[src/rtl/uart_rx.sv]
// uart_rx: 8N1 asynchronous serial receiver.
// Double-flop synchronises the line. Every data and stop bit is sampled at mid-bit.
// A good frame emits one byte with a single-cycle valid strobe.
// A frame with a low stop bit emits a single-cycle frame_err strobe instead.
module uart_rx #(
  parameter int SYSCLK = 125_000_000,
  parameter int BPS    = 9600,
  parameter int DELAY  = SYSCLK / BPS,
  parameter int HALF   = DELAY / 2
) (
  input  logic       clk,
  input  logic       rst,
  input  logic       rx,
  output logic [7:0] data,
  output logic       valid,
  output logic       frame_err,
  output logic       busy
);

  // Terminal counts for the bit timer, precomputed at full counter width.
  localparam logic [31:0] DELAY_M1 = 32'(DELAY - 1);
  localparam logic [31:0] HALF_M1  = 32'(HALF - 1);

  typedef enum logic [1:0] {
    IDLE  = 2'd0,
    START = 2'd1,
    DATA  = 2'd2,
    STOP  = 2'd3
  } state_t;

  state_t      state;
  logic        rx_s1;
  logic        rx_s2;
  logic [31:0] baud_cnt;
  logic [2:0]  bit_idx;
  logic [7:0]  shift;
  // armed stops a line held low (break) from retriggering frame after frame.
  logic        armed;

  // Bring the asynchronous line into the clk domain. The line idles high.
  always_ff @(posedge clk or posedge rst) begin
    if (rst) begin
      rx_s1 <= 1'b1;
      rx_s2 <= 1'b1;
    end else begin
      rx_s1 <= rx;
      rx_s2 <= rx_s1;
    end
  end

  // Receive FSM with bit timer, bit index, shift register and registered outputs.
  always_ff @(posedge clk or posedge rst) begin
    if (rst) begin
      state     <= IDLE;
      baud_cnt  <= 32'd0;
      bit_idx   <= 3'd0;
      shift     <= 8'h00;
      armed     <= 1'b0;
      data      <= 8'h00;
      valid     <= 1'b0;
      frame_err <= 1'b0;
      busy      <= 1'b0;
    end else begin
      // Result strobes are single-cycle by default.
      valid     <= 1'b0;
      frame_err <= 1'b0;

      case (state)
        IDLE: begin
          baud_cnt <= 32'd0;
          if (rx_s2) begin
            armed <= 1'b1;
          end
          // Accept a falling edge only after the line has been seen high.
          if (armed && !rx_s2) begin
            state <= START;
            armed <= 1'b0;
            busy  <= 1'b1;
          end
        end

        START: begin
          if (baud_cnt == HALF_M1) begin
            baud_cnt <= 32'd0;
            if (!rx_s2) begin
              // The start bit is still low at mid-bit, so it is genuine.
              state   <= DATA;
              bit_idx <= 3'd0;
            end else begin
              // The line bounced back high, so this was a glitch. Drop it silently.
              state <= IDLE;
              busy  <= 1'b0;
            end
          end else begin
            baud_cnt <= baud_cnt + 32'd1;
          end
        end

        DATA: begin
          if (baud_cnt == DELAY_M1) begin
            baud_cnt        <= 32'd0;
            shift[bit_idx]  <= rx_s2;
            if (bit_idx == 3'd7) begin
              state <= STOP;
            end else begin
              bit_idx <= bit_idx + 3'd1;
            end
          end else begin
            baud_cnt <= baud_cnt + 32'd1;
          end
        end

        STOP: begin
          if (baud_cnt == DELAY_M1) begin
            // Return at mid-stop-bit so a start bit that follows at once is caught.
            baud_cnt <= 32'd0;
            state    <= IDLE;
            busy     <= 1'b0;
            if (rx_s2) begin
              data  <= shift;
              valid <= 1'b1;
            end else begin
              frame_err <= 1'b1;
            end
          end else begin
            baud_cnt <= baud_cnt + 32'd1;
          end
        end

        default: begin
          state    <= IDLE;
          baud_cnt <= 32'd0;
          busy     <= 1'b0;
        end
      endcase
    end
  end

endmodule

[config.mk]
export PLATFORM = sky130hd
export DESIGN_NAME = uart_rx
export DESIGN_NICKNAME = d
export VERILOG_FILES = /design/src/rtl/uart_rx.sv
export SDC_FILE = /design/constraint.sdc
export NUM_CORES = 1
export LEC_CHECK = 0
export BUFFER_PORTS_ARGS = -buffer_cell sky130_fd_sc_hd__buf_2
export CAP_MARGIN = 15
export CORE_MARGIN = 3
export CORE_UTILIZATION = 39
export DETAILED_ROUTE_END_ITERATION = 8
export PLACE_DENSITY_LB_ADDON = 0.3
export RECOVER_POWER = 50
export SYNTH_ARGS = -nofsm -noshare
export SYNTH_HDL_FRONTEND = slang
export SYNTH_SLANG_ARGS = --single-unit
[constraint.sdc]
create_clock -name clk -period 2.3 [get_ports clk]
set_clock_uncertainty 0.1 [all_clocks]
set_input_delay 0.23 -clock clk [delete_from_list [all_inputs] [get_ports clk]]
set_output_delay 0.23 -clock clk [all_outputs]
set_load 0.005 [all_outputs]
==> metrics.md, run 1 <==
| Metric | Value |
|---|---|
| Switching fraction of total power | 29.8% |
| First-pass GRT wire length | 12.5 mm |
| Synth Flop Type | dfrtp_1 |
| Initial DRC Count | 153 |
| CTS tree | yes |
| Cell Pwr Density | 659 mW/mm2 |
| CP top delay family | simple AND/OR/NAND/NOR gates |
| Crit path time final | 2.24 ns |
| Antenna Cells | 0 |
| Core Box Area | 0.00785 mm2 |
| Critical path origin | baud_cnt[8] |
| Htree depth | 3 |
| GRT Overall Usage | 17.4% |
| Drt drc | 0 |
| Multi-input combinational cell area | 0.00164 mm2 |
| Die height | 96.6 um |
| Critical Path Max Stage Delay | 0.49 ns |
| Crit path DAT | 2.37 ns |
| Post-synth EDFFs | 0 |
| Commonest non-fill, non-tap cell in the layout | dfrtp_1 |
| TNS Setup | 0 ns |
| # fillers | 756 |
| Final ANT Viol Nets | 0 |
| CP Launch Type | flop |
| Psw | 0.000779 W |
| Crit. End Element | flop |
| Initial Util | 40.8% |
| Drt first pass iters | 5 |
| Slew margin rel. | 34.5% |
| Final Hold Fails | 0 |
| Total Power | 0.00261 W |
| Reg power frac | 44.5% |
| Worst R2R Start | baud_cnt[8] |
| # rows | 32 |
| Crit path required time | 2.43 ns |
| Drt via density | 5.66 |
| Max Root-Sink Buffers | 2 |
| Clock input transition at the sequential cells of the worst setup and hold paths | 0.07 ns |
| Worst slew pin tran | 0.981 ns |
| Commonest cells after routing, fill and taps aside | dfrtp_1 (56), buf_4 (46), nand4_1 (19) |
| Max Slew Vio Count | 0 |
| Register area | 0.00148 mm2 |
| IO Pins | 14 |
| Routability congestion estimate | 0.886 |
| Initial antenna violation count | 0 |
| CP Cell Sequence | or3b_4 > or3_4 > or4_1 > mux2_1 |
| Synth cell types | 49 |
| Synthesized flop and latch total | 59 |
| Crit path kind | reg2reg |
| Sequential share of the synthesized area | 46.2% |
| Internal | 0.00183 W |
| Die ar. | 0.00932 mm2 |
| Post-Syn Area | 0.00320 mm2 |
| Inserted Clock Buffers | 9 |
| Max Freq | 446 MHz |
| WP buf/inv | 0 |
| Clk sink count | 59 |
| Cells after Synth | 312 |
| Tcrit/Tclk final | 97.4% |
| Synth-to-layout area growth | 24.0% |
| CP max stage cell | or4_1 |
| Worst vdd ir | 0.299 mV |
| Hold Crit Class | reg2reg |
| Avg Inst Size Synth | 10.3 um2 |
| Combinational Power Share | 19.0% |
| Setup violations, final | 0 |
| Outcome | complete, no violations |
| CTS root buffer | clkbuf_8 |
| Clock latency at the later pin of the worst-skew pair | 0.35 ns |
| Detailed Place HPWL | 5.01 mm |
| DR vias | 2677 |
| Warnings, synthesis | 0 |
| Nets | 373 |
| Post-DR wirelength/cell | 15.3 um |
| Port bufs | 13 |
| Layout cells sized above 1 | 27.0% |
| GRT overflow | 0 |
| Clock power frac | 36.5% |
| Hold_sp | rx_s1 |
| Syn Nets | 319 |
| DIE WIDTH | 96.6 um |
| CP max FO | 4 |
| Post-synth ARST share | 100% |
| # Max-Cap Violations | 0 |
| Largest net degree at the start of global routing | 34 |
| Leak Pwr | 1.77 nW |
| Vias in the first global route | 2572 |
| Post-Route WL | 7.23 mm |
[final timing paths]
kind	endpoint	slack, ns	depth (start not counted)
setup / recovery	shift[7]	0.06	4
hold / removal	rx_s2	0.26	0
setup reg to reg	shift[7]	0.06	4
hold reg to reg	rx_s2	0.26	0
max in group asynchronous	baud_cnt[0]	0.43	4
min in group asynchronous	bit_idx[2]	0.55	3
[sequential cells by signal, indices dropped and copies added (netlist names), named ones only]
name,flops
bit_idx,3
rx_s1,1
shift,8
baud_cnt,32
state,1
busy,1
data,8
valid,1
armed,1
frame_err,1
rx_s2,1
[power groups by stage]
stage / clock (W) / sequential, W / combinational (W)
CTS: 0.000992 / 0.00116 / 0.000495
global route: 0.00105 / 0.00117 / 0.000559
detailed placement: 0 / 0.00118 / 0.000488
finish: 0.000954 / 0.00116 / 0.000497
floorplan: 0 / 0.00117 / 0.000280
global placement: 0 / 0.00117 / 0.000476
[cells by family (layout without fill, tap and decap cells)]
group | count (synthesis) | in the layout | share of synthesized area, %
muxes | 20 | 20 | 6.96
adders and majority gates | 4 | 4 | 1.57
buffers and inverters | 30 | 89 | 3.76
xor gates and xnor gates | 12 | 12 | 3.29
and+or+nand+nor | 128 | 128 | 25.7
DFF | 59 | 59 | 46.2
AOI/OAI and AO/OA | 59 | 59 | 12.5
[final cells by class]
type | instances | share of cell area (%)
clock buffer | 9 | 3.12
clock inverter | 7 | 1.96
inverter | 8 | 0.757
multi-input combinational | 223 | 41.3
sequential | 59 | 37.3
tap | 102 | 3.22
timing repair buffer | 65 | 12.3
[per-layer routing]
| metal | global-route usage [%] | vias up | share of wire, % |
|---|---|---|---|
| met5 | 0 | - | 0 |
| met4 | 5.61 | 0 | 1.1 |
| met3 | 5.19 | 11 | 3.3 |
| met2 | 28.4 | 35 | 49 |
| met1 | 22.2 | 1308 | 46 |
| li1 | - | 1323 | - |
[synthesized netlist by cell type (2+ instances only)]
library cell | instances | area, um2
nand2_1 | 15 | 56.3
ha_1 | 4 | 50.1
and4b_1 | 2 | 20.0
inv_1 | 8 | 30.0
nand4_1 | 19 | 119
and2_1 | 2 | 12.5
dfrtp_1 | 57 | 1430
o21ai_0 | 8 | 40.0
xor2_1 | 7 | 61.3
nor3b_1 | 4 | 30.0
buf_4 | 2 | 15.0
xnor2_1 | 5 | 43.8
nor2_1 | 5 | 18.8
nand2b_1 | 2 | 12.5
nor3_1 | 6 | 30.0
or4_1 | 15 | 113
or3b_2 | 2 | 17.5
nor4_1 | 8 | 50.1
mux2i_1 | 2 | 20.0
clkbuf_1 | 19 | 71.3
a22oi_1 | 17 | 128
mux2_2 | 16 | 180
a21oi_1 | 15 | 75.1
mux2_1 | 2 | 22.5
nand3_1 | 17 | 85.1
or3_1 | 7 | 43.8
and3_1 | 6 | 37.5
dfstp_2 | 2 | 52.6
o31ai_1 | 11 | 82.6
and4_1 | 8 | 70.1
[timing repair]
item	CTS	global route
gates resized for setup	1	6
endpoints found under the setup margin	1	13
hold buffers	2	0
pin swaps	0	1
setup buffers	0	1
endpoints found under the hold margin	26	0
[metrics by stage]
stage / std cells / setup WS (ns) / instance area [um2] / hold WS, ns / utilization [%]
3_5_place_dp: 454 / 0.00401 / 3730 / 0.235 / 47.6
6_report: 473 / 0.0587 / 3970 / 0.258 / 50.5
4_1_cts: 472 / 0.00315 / 3960 / 0.259 / 50.4
3_3_place_gp: 454 / 0.0686 / 3730 / 0.230 / 47.6
2_1_floorplan: 312 / 0.0158 / 3200 / 0.134 / -
5_1_grt: 473 / -0.0263 / 3970 / 0.264 / 50.5
Power figures use the tool's default switching activity.
==> inputs of run 2 (changes only) <==
--- a/config.mk
+++ b/config.mk
@@ -5,6 +5,7 @@
 export SDC_FILE = /design/constraint.sdc
 export NUM_CORES = 1
 export LEC_CHECK = 0
+export ABC_AREA = 1
 export BUFFER_PORTS_ARGS = -buffer_cell sky130_fd_sc_hd__buf_2
 export CAP_MARGIN = 15
 export CORE_MARGIN = 3
@@ -12,6 +13,7 @@
 export DETAILED_ROUTE_END_ITERATION = 8
 export PLACE_DENSITY_LB_ADDON = 0.3
 export RECOVER_POWER = 50
+export SETUP_SLACK_MARGIN = 0.15
 export SYNTH_ARGS = -nofsm -noshare
 export SYNTH_HDL_FRONTEND = slang
 export SYNTH_SLANG_ARGS = --single-unit
==> metrics.md, run 2 <==
| Metric | Value |
|---|---|
| Outcome | complete, no violations |
| Post-DR wirelength/cell | 13.0 um |
| CP max stage cell | dfrtp_1 |
| # Max-Cap Violations | 0 |
| Top cells by area, synth | dfrtp_1 (42%), nand2_1 (18%), nor2_1 (8.5%) |
| # rows | 33 |
| Clock power frac | 36.1% |
| Synth-to-layout area growth | 13.7% |
| Max reg flops | 32 |
| TNS Setup | 0 ns |
| Layout cells sized above 1 | 11.8% |
| Top flop regs | baud_cnt x32, data x8, shift x8 |
| IO Pins | 14 |
| Top-count cell post-synth | nand2_1 |
| Clock latency at the later pin of the worst-skew pair | 0.35 ns |
| DR vias | 3105 |
| Max Freq | 508 MHz |
| Post-synth ARST share | 100% |
| Initial antenna violation count | 0 |
| Total Power | 0.00300 W |
| GRT overflow | 0 |
| CP max FO | 19 |
| Nets | 520 |
| Critical Path Max Stage Delay | 0.46 ns |
| Synthesized flop and latch total | 59 |
| Vias in the first global route | 2854 |
| Worst vdd ir | 0.549 mV |
| Final hold slack | 0.248 ns |
| Synth cell count leaders | nand2_1 (159), nor2_1 (77), dfrtp_1 (57), inv_1 (55), nand3_1 (25) |
| Cells after DPL | 605 |
| Crit path kind | reg2reg |
| Post-synth EDFFs | 0 |
| Largest net degree at the start of global routing | 60 |
| Detailed Place HPWL | 6.08 mm |
| Share of the synthesized area in the top cell type | 41.8% |
| Drt first pass iters | 4 |
| Sequential share of the synthesized area | 43.4% |
| First-pass GRT wire length | 14.0 mm |
| Core Box Area | 0.00834 mm2 |
| Cells after Synth | 487 |
| Design Area, Final | 0.00387 mm2 |
| CTS tree | yes |
| Area leader, netlist | dfrtp_1 |
| Antenna Cells | 0 |
| Inserted Clock Buffers | 9 |
| RSZ-0062 raised after global routing | false |
| Final ANT Viol Nets | 0 |
| Switching fraction of total power | 35.3% |
| Cell Pwr Density | 774 mW/mm2 |
| Post-Route WL | 8.12 mm |
| Combinational Power Share | 23.5% |
| Post-Syn Area | 0.00341 mm2 |
| Htree depth | 3 |
| Initial DRC Count | 243 |
| Crit path required time | 2.43 ns |
| Worst R2R Start | baud_cnt[0] |
| Worst path most repeated cell | nor2_1 |
| Slew margin rel. | 2.97% |
| Avg Inst Size Synth | 7.00 um2 |
| Leak Pwr | 1.87 nW |
| Synth cell types | 26 |
| Fin cells | 623 |
| Commonest non-fill, non-tap cell in the layout | nand2_1 |
| Crit path DAT | 2.10 ns |
| Commonest cells after routing, fill and taps aside | nand2_1 (159), nor2_1 (76), dfrtp_1 (57) |
| GRT Overall Usage | 17.9% |
| Hold Crit Class | reg2reg |
| Die height | 99.5 um |
| Reg power frac | 40.4% |
| Warnings, synthesis | 0 |
| Setup violations, final | 0 |
| Initial Util | 40.9% |
| Final Hold Fails | 0 |
| CP Launch Type | flop |
| Internal | 0.00194 W |
| Drt via density | 4.98 |
| Clock input transition at the sequential cells of the worst setup and hold paths | 0.08 ns |
| Max Root-Sink Buffers | 2 |
| Tcrit/Tclk final | 85.7% |
| Psw | 0.00106 W |
| Most flop-heavy register | baud_cnt |
| Clk sink count | 59 |
| Drt drc | 0 |
| Hold_sp | rx_s1 |
| Port bufs | 13 |
| Worst slew pin tran | 1.46 ns |
| Max Slew Vio Count | 0 |
| DP Area | 0.00363 mm2 |
| Crit. End Element | flop |
| Routability congestion estimate | 0.937 |
| DIE WIDTH | 99.5 um |
| CTS root buffer | clkbuf_8 |
| Crit path time final | 1.97 ns |
| Die ar. | 0.00990 mm2 |
| Synth Flop Type | dfrtp_1 |
| CP Cell Sequence | ha_2 > inv_2 > nor2_1 > nand4_1 > nor2_2 > nand2_2 > a21oi_4 > buf_4 > nor2_1 |
| Syn Nets | 494 |
| Critical path origin | baud_cnt[0] |
## run 2: power by group through the flow
stage	Sequential [W]	Clock, W	Combinational, W
after global placement	0.00123	0	0.000687
after global routing	0.00123	0.00116	0.000801
after floorplan	0.00121	0	0.000550
after CTS	0.00121	0.00111	0.000708
final	0.00121	0.00108	0.000703
after detailed placement	0.00123	0	0.000698
## run 2: layer usage
metal | up-vias | global-route usage [%] | share of wire (%)
li1 | 1578 | - | -
met1 | 1460 | 26.6 | 50
met2 | 52 | 25.1 | 44
met3 | 15 | 4.21 | 4.0
met4 | 0 | 7.14 | 2.0
met5 | - | 0 | 0
## run 2: what timing repair did
item	in CTS	in global routing
hold endpoints to repair	58	0
gates resized for setup	0	4
hold buffers	2	0
setup endpoints to repair	0	18
buffers inserted	0	0
## run 2: worst paths after layout
kind	to	slack (ns)	cells after the start
worst min register to register	rx_s2	0.25	0
worst min-delay path	rx_s2	0.25	0
min in group asynchronous	data[1]	0.81	4
max in group asynchronous	baud_cnt[13]	0.39	4
worst max-delay path	baud_cnt[24]	0.33	9
worst max register to register	baud_cnt[24]	0.33	9
## run 2: critical path, delay by kind of cell, from the launching register on
kind | cells | cell delay, ns
AND/OR/NAND/NOR | 5 | 0.56
flip-flops | 1 | 0.46
buffers and inverters | 2 | 0.33
adder cells (fa/ha/maj) | 1 | 0.29
AO/OA/AOI/OAI | 1 | 0.12
## run 2: layout make-up
| class | count | area, um2 |
|---|---|---|
| fill | 895 | 4470 |
| multi-input combinational | 362 | 1690 |
| sequential | 59 | 1480 |
| inverter | 61 | 233 |
| tap | 105 | 131 |
| clock buffer | 9 | 124 |
| timing repair buffer | 20 | 119 |
| clock inverter | 7 | 100 |
## run 2: cells by family (layout without fill, tap and decap cells)
kind of cell	Yosys count	in the layout	share of synthesized area, %
compound gates	30	30	4.81
simple gates	314	314	39.3
buf+inv	66	97	7.49
xor+xnor	14	14	3.60
fa+ha+maj	4	4	1.47
flops	59	59	43.4
## run 2: through the flow
step	setup slack, ns	utilization (%)
final	0.330	46.5
after floorplan	0.493	-
after global routing	0.110	46.5
after detailed placement	0.298	43.5
after global placement	0.380	43.5
after CTS	0.295	46.4
